### src/rtl/handshake_tx_pkg.sv
// Shared types and defaults for the handshake_tx transmitter.
package handshake_tx_pkg;

    localparam int unsigned DEF_WIDTH = 12;
    localparam int unsigned DEF_DEPTH = 4;

    // Four-phase transmit sequencer states
    typedef enum logic [1:0] {
        IDLE   = 2'd0,
        REQ_HI = 2'd1,
        REQ_LO = 2'd2
    } state_t;

    // Occupancy counter width able to hold 0..depth inclusive
    function automatic int unsigned level_width(input int unsigned depth);
        return $clog2(depth + 1);
    endfunction

endpackage

### src/rtl/handshake_tx_if.sv
// Core-side FIFO input plus receiver-side 4-phase request/acknowledge bundle.
interface handshake_tx_if #(
    parameter int unsigned WIDTH = handshake_tx_pkg::DEF_WIDTH,
    parameter int unsigned DEPTH = handshake_tx_pkg::DEF_DEPTH
);
    localparam int unsigned LW = handshake_tx_pkg::level_width(DEPTH);

    logic [WIDTH-1:0] din;
    logic             din_valid;
    logic             din_ready;
    logic [LW-1:0]    level;
    logic             req;
    logic [WIDTH-1:0] dout;
    logic             ack;

    // Transmitter side
    modport master (
        input  din, din_valid, ack,
        output din_ready, level, req, dout
    );

    // Core and receiver side
    modport slave (
        output din, din_valid, ack,
        input  din_ready, level, req, dout
    );

endinterface

### src/rtl/handshake_tx_sync_fifo.sv
// Single-clock show-ahead FIFO; full/empty/count are registered.
module sync_fifo
    import handshake_tx_pkg::*;
#(
    parameter int unsigned WIDTH = DEF_WIDTH,
    parameter int unsigned DEPTH = DEF_DEPTH
) (
    input  logic                          clk,
    input  logic                          rst,
    input  logic                          push,
    input  logic                          pop,
    input  logic [WIDTH-1:0]              wdata,
    output logic [WIDTH-1:0]              rdata,
    output logic                          full,
    output logic                          empty,
    output logic [level_width(DEPTH)-1:0] count
);
    localparam int unsigned AW = $clog2(DEPTH);
    localparam int unsigned CW = level_width(DEPTH);

    logic [WIDTH-1:0] mem [DEPTH];
    logic [AW-1:0]    wr_ptr;
    logic [AW-1:0]    rd_ptr;
    logic [CW-1:0]    count_nxt;
    logic             do_push;
    logic             do_pop;

    // Guard against overflow/underflow regardless of caller
    assign do_push = push && !full;
    assign do_pop  = pop && !empty;
    assign rdata   = mem[rd_ptr];

    // Next occupancy; simultaneous push and pop leave it unchanged
    always_comb begin
        count_nxt = count;
        if (do_push && !do_pop) begin
            count_nxt = count + CW'(1);
        end else if (do_pop && !do_push) begin
            count_nxt = count - CW'(1);
        end
    end

    // Storage array, no reset needed since reads are gated by empty
    always_ff @(posedge clk) begin
        if (do_push) begin
            mem[wr_ptr] <= wdata;
        end
    end

    // Pointers wrap naturally at the power-of-two depth
    always_ff @(posedge clk or posedge rst) begin
        if (rst) begin
            wr_ptr <= '0;
            rd_ptr <= '0;
            count  <= '0;
            full   <= 1'b0;
            empty  <= 1'b1;
        end else begin
            if (do_push) begin
                wr_ptr <= wr_ptr + AW'(1);
            end
            if (do_pop) begin
                rd_ptr <= rd_ptr + AW'(1);
            end
            count <= count_nxt;
            full  <= (count_nxt == CW'(DEPTH));
            empty <= (count_nxt == '0);
        end
    end

endmodule

### src/rtl/handshake_tx.sv
// FIFO-buffered 4-phase handshake transmitter.
// Define HANDSHAKE_TX_ACK_SYNC_EN to pass ack through a 2-flop synchronizer.
module handshake_tx
    import handshake_tx_pkg::*;
#(
    parameter int unsigned WIDTH = DEF_WIDTH,
    parameter int unsigned DEPTH = DEF_DEPTH
) (
    input  logic           clk,
    input  logic           rst,
    handshake_tx_if.master bus
);
    localparam int unsigned CW = level_width(DEPTH);

    state_t           state;
    logic             ack_s;
    logic             push;
    logic             pop;
    logic             full;
    logic             empty;
    logic [WIDTH-1:0] rdata;
    logic [CW-1:0]    count;

`ifdef HANDSHAKE_TX_ACK_SYNC_EN
    logic [1:0] ack_sync;

    // Two-flop synchronizer for an ack from another clock domain
    always_ff @(posedge clk or posedge rst) begin
        if (rst) begin
            ack_sync <= '0;
        end else begin
            ack_sync <= {ack_sync[0], bus.ack};
        end
    end

    assign ack_s = ack_sync[1];
`else
    assign ack_s = bus.ack;
`endif

    // A launch needs a word and a low ack; a high ack in IDLE is stale
    assign push = bus.din_valid && !full;
    assign pop  = (state == IDLE) && !empty && !ack_s;

    assign bus.din_ready = !full;
    assign bus.level     = count;

    sync_fifo #(
        .WIDTH (WIDTH),
        .DEPTH (DEPTH)
    ) u_fifo (
        .clk   (clk),
        .rst   (rst),
        .push  (push),
        .pop   (pop),
        .wdata (bus.din),
        .rdata (rdata),
        .full  (full),
        .empty (empty),
        .count (count)
    );

    // Handshake sequencer; dout only updates on a pop so it stays stable while req is high
    always_ff @(posedge clk or posedge rst) begin
        if (rst) begin
            state    <= IDLE;
            bus.req  <= 1'b0;
            bus.dout <= '0;
        end else begin
            case (state)
                IDLE: begin
                    if (pop) begin
                        bus.dout <= rdata;
                        bus.req  <= 1'b1;
                        state    <= REQ_HI;
                    end
                end
                REQ_HI: begin
                    if (ack_s) begin
                        bus.req <= 1'b0;
                        state   <= REQ_LO;
                    end
                end
                REQ_LO: begin
                    if (!ack_s) begin
                        state <= IDLE;
                    end
                end
                default: begin
                    bus.req <= 1'b0;
                    state   <= IDLE;
                end
            endcase
        end
    end

endmodule

### src/flat_wrapper.sv
// flat-port wrapper written by rule: the top's interface ports become plain ports
module handshake_tx_flat import handshake_tx_pkg::*;
#(
    parameter int unsigned WIDTH = DEF_WIDTH,
    parameter int unsigned DEPTH = DEF_DEPTH
)
  (clk, rst, bus_din, bus_din_valid, bus_ack, bus_din_ready, bus_level, bus_req, bus_dout);
  handshake_tx_if #(.WIDTH(WIDTH), .DEPTH(DEPTH)) bus_i ();
  input  logic clk;
  input  logic rst;
  input wire logic [$bits(bus_i.din)-1:0] bus_din;
  input wire logic [$bits(bus_i.din_valid)-1:0] bus_din_valid;
  input wire logic [$bits(bus_i.ack)-1:0] bus_ack;
  output wire logic [$bits(bus_i.din_ready)-1:0] bus_din_ready;
  output wire logic [$bits(bus_i.level)-1:0] bus_level;
  output wire logic [$bits(bus_i.req)-1:0] bus_req;
  output wire logic [$bits(bus_i.dout)-1:0] bus_dout;
  assign bus_i.din = bus_din;
  assign bus_i.din_valid = bus_din_valid;
  assign bus_i.ack = bus_ack;
  assign bus_din_ready = bus_i.din_ready;
  assign bus_level = bus_i.level;
  assign bus_req = bus_i.req;
  assign bus_dout = bus_i.dout;
  handshake_tx #(.WIDTH(WIDTH), .DEPTH(DEPTH)) u_core (.clk(clk), .rst(rst), .bus(bus_i));
endmodule
### config.mk
export PLATFORM = sky130hd
export DESIGN_NAME = handshake_tx_flat
export DESIGN_NICKNAME = d
export VERILOG_FILES = /design/src/rtl/handshake_tx_pkg.sv /design/src/rtl/handshake_tx_if.sv /design/src/rtl/handshake_tx_sync_fifo.sv /design/src/rtl/handshake_tx.sv /design/src/flat_wrapper.sv
export SDC_FILE = /design/constraint.sdc
export NUM_CORES = 1
export LEC_CHECK = 0
export CAP_MARGIN = 25
export CORE_MARGIN = 1
export CORE_UTILIZATION = 55
export CTS_CLUSTER_SIZE = 16
export DETAILED_ROUTE_END_ITERATION = 10
export PLACE_DENSITY = 0.78
export SETUP_SLACK_MARGIN = 0.4
export SLEW_MARGIN = 20
export SYNTH_ARGS = -nofsm -noshare
export SYNTH_HDL_FRONTEND = slang
export SYNTH_HIERARCHICAL = 1
export SYNTH_SLANG_ARGS = --single-unit
export TNS_END_PERCENT = 10
### constraint.sdc
create_clock -name clk -period 2 [get_ports clk]
set_input_delay 0.4 -clock clk [delete_from_list [all_inputs] [get_ports clk]]
set_output_delay 0.4 -clock clk [all_outputs]
set_load 0.005 [all_outputs]
**Word level (Yosys, flattened, before mapping)**

Memory sizes are Yosys's and may differ from the RTL's. A register that Yosys moved wholly into a read port is not among the register bits.
Index checks and enable logic that the tools add are counted.

- Register bits: 12
- Bits in latches: 0
- Memory bits (read-only): 0
- Memory bits (writable): 48
- Output and inout bits: 17
- Bits of input ports: 16
- Memories: 1
- Word-level logic and storage cells: 47

Memories:

| name | depth | bits a word | rd ports | clocked after memory_dff | write ports | RTL line | RTL |
|---|---|---|---|---|---|---|---|
| u_core.u_fifo.mem | 4 | 12 | 1 | 1 | 1 | handshake_tx_sync_fifo.sv:21 | `logic [WIDTH-1:0] mem [DEPTH];` |

- Order comparisons: 0
- Shift-type cells: 0
- Bitwise gates (word level): 1
- Reductions and logical operators: 17
- Eq/ne operators: 6
- Div/mod/pow operators: 0
- Add/sub/neg operators: 4
- Mux-type cells: 11
- Multiply operators: 0

Operators with widths:

| cell | count |
|---|---|
| 1-bit logical AND | 7 |
| 2-bit 2-to-1 mux | 3 |
| 3-bit 2-to-1 mux | 2 |
| 2-bit != test (second input constant) | 3 |
| 2-bit one-hot mux with 3 select lines | 1 |
| 3-bit AND reduction | 2 |
| 1-bit zero test | 5 |
| 2-bit by 1-bit adder with 2-bit output (second input constant) | 2 |
| 1-bit 2-to-1 mux | 4 |
| 3-bit by 1-bit adder with 3-bit output (second input constant) | 1 |
| 3-bit equality test (second input constant) | 1 |
| 3-bit zero test | 1 |
| 1-bit one-hot mux with 3 select lines | 1 |
| 3-bit by 1-bit subtractor with 3-bit output (second input constant) | 1 |
| 2-bit by 1-bit equality test with 1-bit output (second input constant) | 1 |
| 2-bit equality test (second input constant) | 1 |
| 2-bit zero test | 1 |
| 2-bit AND reduction | 1 |
| 1-bit inverter | 1 |

**Depth between registers and ports, before layout**

Gate-level depths: netlist of run 1.

- Depth after elaboration: 8
- Mapped depth: 6
- Depth with buffers taken out: 6

**Cells and area by module**

Netlist of run 1, hierarchy kept.

By module, submodules not included:

| module | seq. area each (µm²) | times used | cells each | area each (µm²) |
|---|---|---|---|---|
| sync_fifo | 1667.8 | 1 | 119 | 2304.7 |
| handshake_tx | 375.4 | 1 | 38 | 600.6 |

**Least setup slack after synthesis of run 1**

OpenSTA, ideal clock, no wires.

- Path kind: reg-to-reg
- Start: reg u_core.state[0]
- End: reg u_core.u_fifo.empty
- Data arrival time: 1.742 ns
- Library setup time: 0.061 ns
- Cell stages (with the launch flop): 7
- Data required time: 1.939 ns
- Path buffers: 1
- Path slack: 0.198 ns
- Path through: dfrtp_1 nor4_4 buf_6 or2b_1 nor3_1 a221oi_2 o21ba_1

- Longest elaborated chain between the ends: 8
- Elaborated cells between the ends (all ways): 10
- Classes of those cells: mux: 2; reduce/logical: 8

Ends and longest elaborated chain:

| item | RTL line | RTL |
|---|---|---|
| start: declaration | handshake_tx.sv:15 | `state_t state;` |
| start signal: assignment | handshake_tx.sv:66 | `state <= IDLE;` |
| start signal: assignment | handshake_tx.sv:75 | `state <= REQ_HI;` |
| start signal: assignment | handshake_tx.sv:81 | `state <= REQ_LO;` |
| 2-bit zero test * | handshake_tx.sv:43 | `assign pop = (state == IDLE) && !empty && !ack_s;` |
| 1-bit logical AND * (2 in series) | handshake_tx.sv:43 |  |
| via u_core.pop | handshake_tx.sv:18 | `logic pop;` |
| 1-bit logical AND * | handshake_tx_sync_fifo.sv:30 | `assign do_pop = pop && !empty;` |
| 1-bit logical AND or 1-bit zero test (tied branches) | handshake_tx_sync_fifo.sv:38, handshake_tx_sync_fifo.sv:36 |  |
| 3-bit 2-to-1 mux or 1-bit logical AND (tied branches) | handshake_tx_sync_fifo.sv:38, handshake_tx_sync_fifo.sv:36 |  |
| 3-bit 2-to-1 mux * | handshake_tx_sync_fifo.sv:36 | `if (do_push && !do_pop) begin` |
| 3-bit zero test * | handshake_tx_sync_fifo.sv:67 | `empty <= (count_nxt == '0);` |
| end signal: assignment | handshake_tx_sync_fifo.sv:67 |  |
| end: declaration | handshake_tx_sync_fifo.sv:15 | `output logic empty,` |

Mark *: on every way through the listed nets, which the timed path passes. The rest lies on a longest branch.
A chain may end at the register's enable or synchronous reset.

**Worst setup path in the final report of run 1**

- Start: in bus_ack
- End: reg u_core.u_fifo.empty

- Longest elaborated chain between the ends: 7
- Elaborated cells between the ends (all ways): 9
- Classes of those cells: mux: 2; reduce/logical: 7

Ends and longest elaborated chain:

| item | RTL line | RTL |
|---|---|---|
| start: declaration | flat_wrapper.sv:13 | `input wire logic [$bits(bus_i.ack)-1:0] bus_ack;` |
| 1-bit zero test * | handshake_tx.sv:43 |  |
| 1-bit logical AND * | handshake_tx.sv:43 |  |
| 1-bit logical AND * | handshake_tx_sync_fifo.sv:30 |  |
| 1-bit logical AND or 1-bit zero test (tied branches) | handshake_tx_sync_fifo.sv:38, handshake_tx_sync_fifo.sv:36 |  |
| 3-bit 2-to-1 mux or 1-bit logical AND (tied branches) | handshake_tx_sync_fifo.sv:38, handshake_tx_sync_fifo.sv:36 |  |
| 3-bit 2-to-1 mux * | handshake_tx_sync_fifo.sv:36 |  |
| 3-bit zero test * | handshake_tx_sync_fifo.sv:67 |  |

Mark *: on every way between the ends. The rest lies on a longest branch, timed or not.

==> impl_metrics.toml, run 1 <==
[floorplan]
design.core.area_sq_mm = 0.00511
pin_count = 33
die_x_um = 74.7
core.rowCount = 26
die_y_um = 74.7
floorplan.initialDensity_pct = 56.9
dieArea_sq_mm = 0.00558

[setup_path]
cp.arrival_ps = 1960
critPathRequiredTime_ps = 2270
cpMaxStageDelayCell = "clkdlybuf4s50_1"
path_delay_family = "simple AND/OR/NAND/NOR gates"
worst_setup_path_start_kind = "input pin"
crit_path_max_incr_delay_ps = 460
path_depth = 6
crit_buf_inv = 1
path_max_fanout = 5
rr_worst_depth = 5
path_cells = "clkdlybuf4s50_1 -> nor4_4 -> nor2b_4 -> nor2_1 -> a221oi_2 -> o21ba_1"
critPathKind = "input pin to flip-flop"
worstSetupEndpointType = "flip-flop"

[timing]
fmax_mhz = 591
slew_viol_final = 0
setup_ws_ps = 307
fin_crit_ps = 1690
worst_slew_pin_slew_ps = 617
setup_viol = 0
relSlewSlack_pct = 58.8
rsz0062_at_grt = "yes"
finalHoldViolCount = 0
finalCritPeriodShare_pct = 84.6
clock_skew_ps = 8.42

[cts]
htreeDepth = 3
clockRootBuffer = "clkbuf_8"
cts_hold_buf = 0
clk_path_buf_depth = 2
tritoncts = "yes"
cts_buffers = 9
clock-sinks = 72
clkTransAtPathRegs_ps = 70
clock_latency_ps = 340

[power]
total_power_mw = 5.44
worst_ir_drop_vdd_v = 0.000671
power_leakage_nw = 1.41
power.density_mw_per_mm2 = 1460

[routing]
wl_met2_um = 2890
met3_length_um = 178
ant_nets = 0
top_layer_used = "met4"
first_iter_violations = 59
firstDrtPassIters = 5
avgRoutedWirePerCell_um = 18.0
wl_met1_um = 2160
wl_um = 5320
via_count = 1584
drc = 0
drt-vias-per-instance = 5.35

[global_routing]
grt_usage_pct = 21.5
antenna_found_initial = 0
overflow = 0
grt_pass1_vias = 1618
grt_start_max_net_pins = 16
grt_pass1_wl_um = 8030

[synthesis]
synth_cell_types = 32
ys_seq_elements = 72
syn_area_sq_mm = 0.00291
ys_warn_count = 6
synthCells = 157
synth_fp_nets = 179
avgSynthCellArea_sq_um = 18.5
synth-seq-area-share_pct = 70.3

[placed_design]
numPortBuffers = 32
gp_congestion = 0.874
pre_cts_slack_ps = -148
hpwl_um = 3470
place_inst = 267

[layout]
nets = 243
nFillCells = 325
layout-drive-gt1-share_pct = 33.6
final_cells = 296
areaGrowthSynthToFinish_pct = 28.4
num_antenna_cells = 0

[job]
drv_cap = 0

[status]
outcome = "finished clean"

[hold_path]
hold_path.class = "input pin to async pin"
flip-flops by register name, summed over array words and instances (netlist names):
| signal | flops |
|---|---|
| u_core/u_fifo/rd_ptr | 2 |
| u_core/u_fifo/empty | 1 |
| u_core/u_fifo/wr_ptr | 2 |
| u_core/u_fifo/full | 1 |
| u_core/state | 2 |
| u_core/u_fifo/mem | 48 |
| u_core/bus.dout | 12 |
| u_core/bus.req | 1 |
| u_core/u_fifo/count | 3 |
synthesized netlist by cell type:
cell	n	share of area [%]
xnor2_2	1	0.56
nor2b_2	1	0.30
buf_6	2	0.78
edfxtp_1	48	50
xnor2_1	5	1.5
or2b_1	2	0.52
and2_1	5	1.1
buf_4	1	0.26
nand3b_1	1	0.26
o21ba_1	1	0.34
a21boi_0	1	0.26
dfstp_2	1	0.90
ha_1	6	2.6
a211oi_1	1	0.26
nor3_1	3	0.52
a221oi_2	1	0.52
nor4_4	1	0.73
nor2b_1	1	0.22
nor2_1	5	0.65
nor2b_4	1	0.47
nor3b_1	2	0.52
inv_1	8	1.0
a21o_1	1	0.26
mux2_2	12	4.7
buf_2	2	0.34
nand2_1	4	0.52
xor2_1	1	0.30
mux4_2	12	9.3
a211o_2	1	0.34
o211ai_1	1	0.26
o21ai_0	2	0.34
dfrtp_1	23	20
cell type report:
class / count / area, sq um / share of cell area (%)
sequential: 72 / 2050 / 54.8
multi-input combinational: 72 / 825 / 22.1
timing repair buffer: 58 / 563 / 15.1
clock buffer: 12 / 135 / 3.62
tap: 70 / 87.6 / 2.35
clock inverter: 4 / 45.0 / 1.21
inverter: 8 / 30.0 / 0.805
cells in the final DEF, fill, tap and decap left out, types with 3 or more instances in the layout:
master / synthesis / layout
and2_1: 5 / 4
buf_12: 0 / 4
buf_4: 1 / 20
clkbuf_1: 0 / 3
clkbuf_8: 0 / 9
clkdlybuf4s50_1: 0 / 29
dfrtp_1: 23 / 21
dlygate4sd2_1: 0 / 3
edfxtp_1: 48 / 48
ha_1: 6 / 6
inv_1: 8 / 8
mux2_2: 12 / 12
mux4_2: 12 / 12
nand2_1: 4 / 4
nor2_1: 5 / 4
nor2b_4: 1 / 3
nor3_2: 0 / 3
xnor2_1: 5 / 5
worst paths after layout:
| kind | start | to | slack (ps) |
|---|---|---|---|
| setup reg to reg | u_core/state[1] | u_core/u_fifo/empty | 310 |
| min in group clk | u_core/bus.dout[9] | u_core/bus.dout[9] | 500 |
| hold reg to reg | u_core/bus.dout[9] | u_core/bus.dout[9] | 500 |
| setup / recovery | bus_ack | u_core/u_fifo/empty | 310 |
| max in group asynchronous | rst | u_core/state[1] | 1090 |
| hold / removal | rst | u_core/u_fifo/wr_ptr[1] | 360 |
stage by stage:
stage	area [sq um]	hold WS (ps)	TNS, ps	utilization, %
4_1_cts	3670	365	0	71.9
6_report	3730	364	0	73.1
5_1_grt	3730	384	0	73.1
3_3_place_gp	3430	490	-183	67.1
2_1_floorplan	2910	227	0	-
3_5_place_dp	3430	495	-492	67.1
power breakdown:
group	switching (mW)	internal [mW]	total, mW	leakage [nW]
clock	0.495	0.570	1.06	0.0857
sequential	0.181	2.03	2.21	0.718
combinational	0.914	1.25	2.16	0.603
total	1.59	3.85	5.44	1.41
cells by family after synthesis:
logic type               Yosys count  share of synthesized area, %
flip-flops                        72                          70.3
AND/OR/NAND/NOR                   26                          5.77
multiplexers                      24                          14.0
buffers and inverters             13                          2.41
AO/OA/AOI/OAI                      9                          2.58
XOR/XNOR                           7                          2.37
adder cells (fa/ha/maj)            6                          2.58
routing by layer:
layer / up-vias / global-route usage [%]
met5: - / 0
met4: 0 / 10.7
met3: 12 / 5.35
met2: 45 / 38.1
met1: 811 / 24.1
li1: 716 / -
repair_timing:
action                                  4_1_cts  5_1_grt
resized for setup                             8        7
hold endpoints to repair                      0        0
pin swaps                                     5        1
cloned                                        0        1
setup buffers                                 8        4
endpoints found under the setup margin       72       68
Note: power is estimated with default switching activity, not from simulation.
==> inputs of run 2 (changes only) <==
==> constraint.sdc (replaced) <==
create_clock -name clk -period 1.7 [get_ports clk]
set_input_delay 0.34 -clock clk [delete_from_list [all_inputs] [get_ports clk]]
set_output_delay 0.34 -clock clk [all_outputs]
set_load 0.005 [all_outputs]
==> run 2 against run 1 <==
Against the previous run: the run now ends with setup timing left; first-iteration DRC count up 17%; core utilization grew 3.5 points; final cell count rose by 0.34%; combinational power rose by 28%; sequential power increased by 19%; total power grew 28%; cell area increased by 4.7%; worst hold slack got worse by 74 ps; non-clock buffer count grew 1; register-to-register slack got worse by 320 ps.
==> impl_metrics.toml, run 2 (synthesis gave the netlist of run 1 again) <==
[status]
outcome = "finished, violations left"
violations = "setup timing"

[global_routing]
grt_usage_pct = 22.8
overflow = 0
grt_pass1_wl_um = 8540
antenna_found_initial = 0
grt_pass1_vias = 1719
grt_start_max_net_pins = 16

[timing]
clock_skew_ps = 4.90
setup_tns_ps = -28.4
worst_slew_pin_slew_ps = 345
setup_ws_ps = -14.5
slew_viol_final = 0
fin_crit_ps = 1710
fmax_mhz = 583
rsz0062_at_grt = "yes"
finalCritPeriodShare_pct = 101
setup_viol = 2
whs_ps = 290
finalHoldViolCount = 0
relSlewSlack_pct = 77.0

[cts]
clkTransAtPathRegs_ps = 70
clock_latency_ps = 340
clockRootBuffer = "clkbuf_8"
cts_hold_buf = 0
tritoncts = "yes"
clk_path_buf_depth = 2
cts_buffers = 9
htreeDepth = 3
clock-sinks = 72

[setup_path]
worstReg2RegStart = "u_core/state[1]"
worstSetupEndpointType = "flip-flop"
worst_setup_path_start_kind = "flip-flop"
rr_worst_depth = 5
path_depth = 5
path_delay_family = "simple AND/OR/NAND/NOR gates"
crit_path_max_incr_delay_ps = 430
critPathRequiredTime_ps = 1970
cpMaxStageDelayCell = "dfrtp_1"
path_max_fanout = 4
cp.arrival_ps = 1990
path_cells = "nor4_4 -> nor2b_4 -> xnor2_2 -> a221oi_2 -> o21ba_1"
crit_start = "u_core/state[1]"
crit_buf_inv = 0
critPathKind = "flip-flop to flip-flop"

[routing]
wl_um = 5750
drc = 0
firstDrtPassIters = 4
first_iter_violations = 69
drt-vias-per-instance = 5.46
ant_nets = 0
via_count = 1621
avgRoutedWirePerCell_um = 19.4

[layout]
top_register = "u_core/u_fifo/mem"
layout-drive-gt1-share_pct = 42.7
mostFrequentLayoutCells = "edfxtp_1, dfrtp_1, buf_4, clkdlybuf4s50_1, dlymetal6s2s_1"
final_common_cell = "edfxtp_1"
nets = 244
largest_reg_flops = 48
nFillCells = 289
areaGrowthSynthToFinish_pct = 34.5
reg.largest.list = "u_core/u_fifo/mem (48), u_core/bus.dout (12), u_core/u_fifo/count (3)"
num_antenna_cells = 0

[power]
total_power_mw = 6.96
power_leakage_nw = 1.63
power.density_mw_per_mm2 = 1780
worst_ir_drop_vdd_v = 0.00102

[floorplan]
die_y_um = 74.7
design.core.area_sq_mm = 0.00511
die_x_um = 74.7
pin_count = 33
dieArea_sq_mm = 0.00558
core.rowCount = 26
floorplan.initialDensity_pct = 56.9

[hold_path]
hold_path.class = "input pin to async pin"

[placed_design]
hpwl_um = 3540
numPortBuffers = 32
gp_congestion = 0.883

[job]
drv_cap = 0
==> run 2: metrics by stage <==
stage | std cells | setup slack, ps | instance area [sq um] | utilization (%)
CTS | 296 | 49.2 | 3790 | 74.3
global route | 297 | -61.0 | 3910 | 76.5
finish | 297 | -14.5 | 3910 | 76.5
detailed placement | 271 | -448 | 3470 | 67.9
floorplan | 157 | -84.3 | 2920 | -
global placement | 271 | -319 | 3470 | 67.9
==> run 2: metal layers <==
metal	wire length (um)	share of wire, %	up-vias	GRT usage (%)
met5	0	0	-	0
met3	243	4.2	16	6.83
li1	-	-	719	-
met1	2200	38	827	25.3
met2	3150	55	59	39.8
met4	148	2.6	0	11.7
==> run 2: repair_timing <==
item,in CTS,in global routing
setup endpoints to repair,85,84
gates resized for setup,20,37
setup buffers,9,1
pin swaps,3,10
==> run 2: path summary, 6_finish.rpt <==
check | to | slack, ps
max in group asynchronous | u_core/u_fifo/empty | 1110
worst max register to register | u_core/u_fifo/empty | -10
worst min-delay path | u_core/u_fifo/full | 290
worst max-delay path | u_core/u_fifo/empty | -10
min in group clk | u_core/bus.dout[6] | 510
worst min register to register | u_core/bus.dout[6] | 510
==> run 2: where the power goes <==
part / internal, mW / leakage (nW) / switching (mW)
logic: 1.57 / 0.793 / 1.20
clock network: 0.970 / 0.118 / 0.600
registers: 2.39 / 0.719 / 0.236
==> run 2: cell type report <==
cell class,instances,area (sq um),area share (%)
clock buffers,10,128,3.27
clock inverters,6,108,2.75
inverters,8,30.0,0.768
multi-input cells,72,887,22.7
flip-flops and latches,72,2050,52.4
well taps,70,87.6,2.24
repair buffers,59,622,15.9
==> inputs of run 3 (changes only) <==
--- a/config.mk
+++ b/config.mk
@@ -12,7 +12,6 @@
 export DETAILED_ROUTE_END_ITERATION = 10
 export PLACE_DENSITY = 0.78
 export SETUP_SLACK_MARGIN = 0.4
-export SLEW_MARGIN = 20
 export SYNTH_ARGS = -nofsm -noshare
 export SYNTH_HDL_FRONTEND = slang
 export SYNTH_HIERARCHICAL = 1
==> results of run 3 <==
Final layout, timing and power as in run 2 (identical DEF).
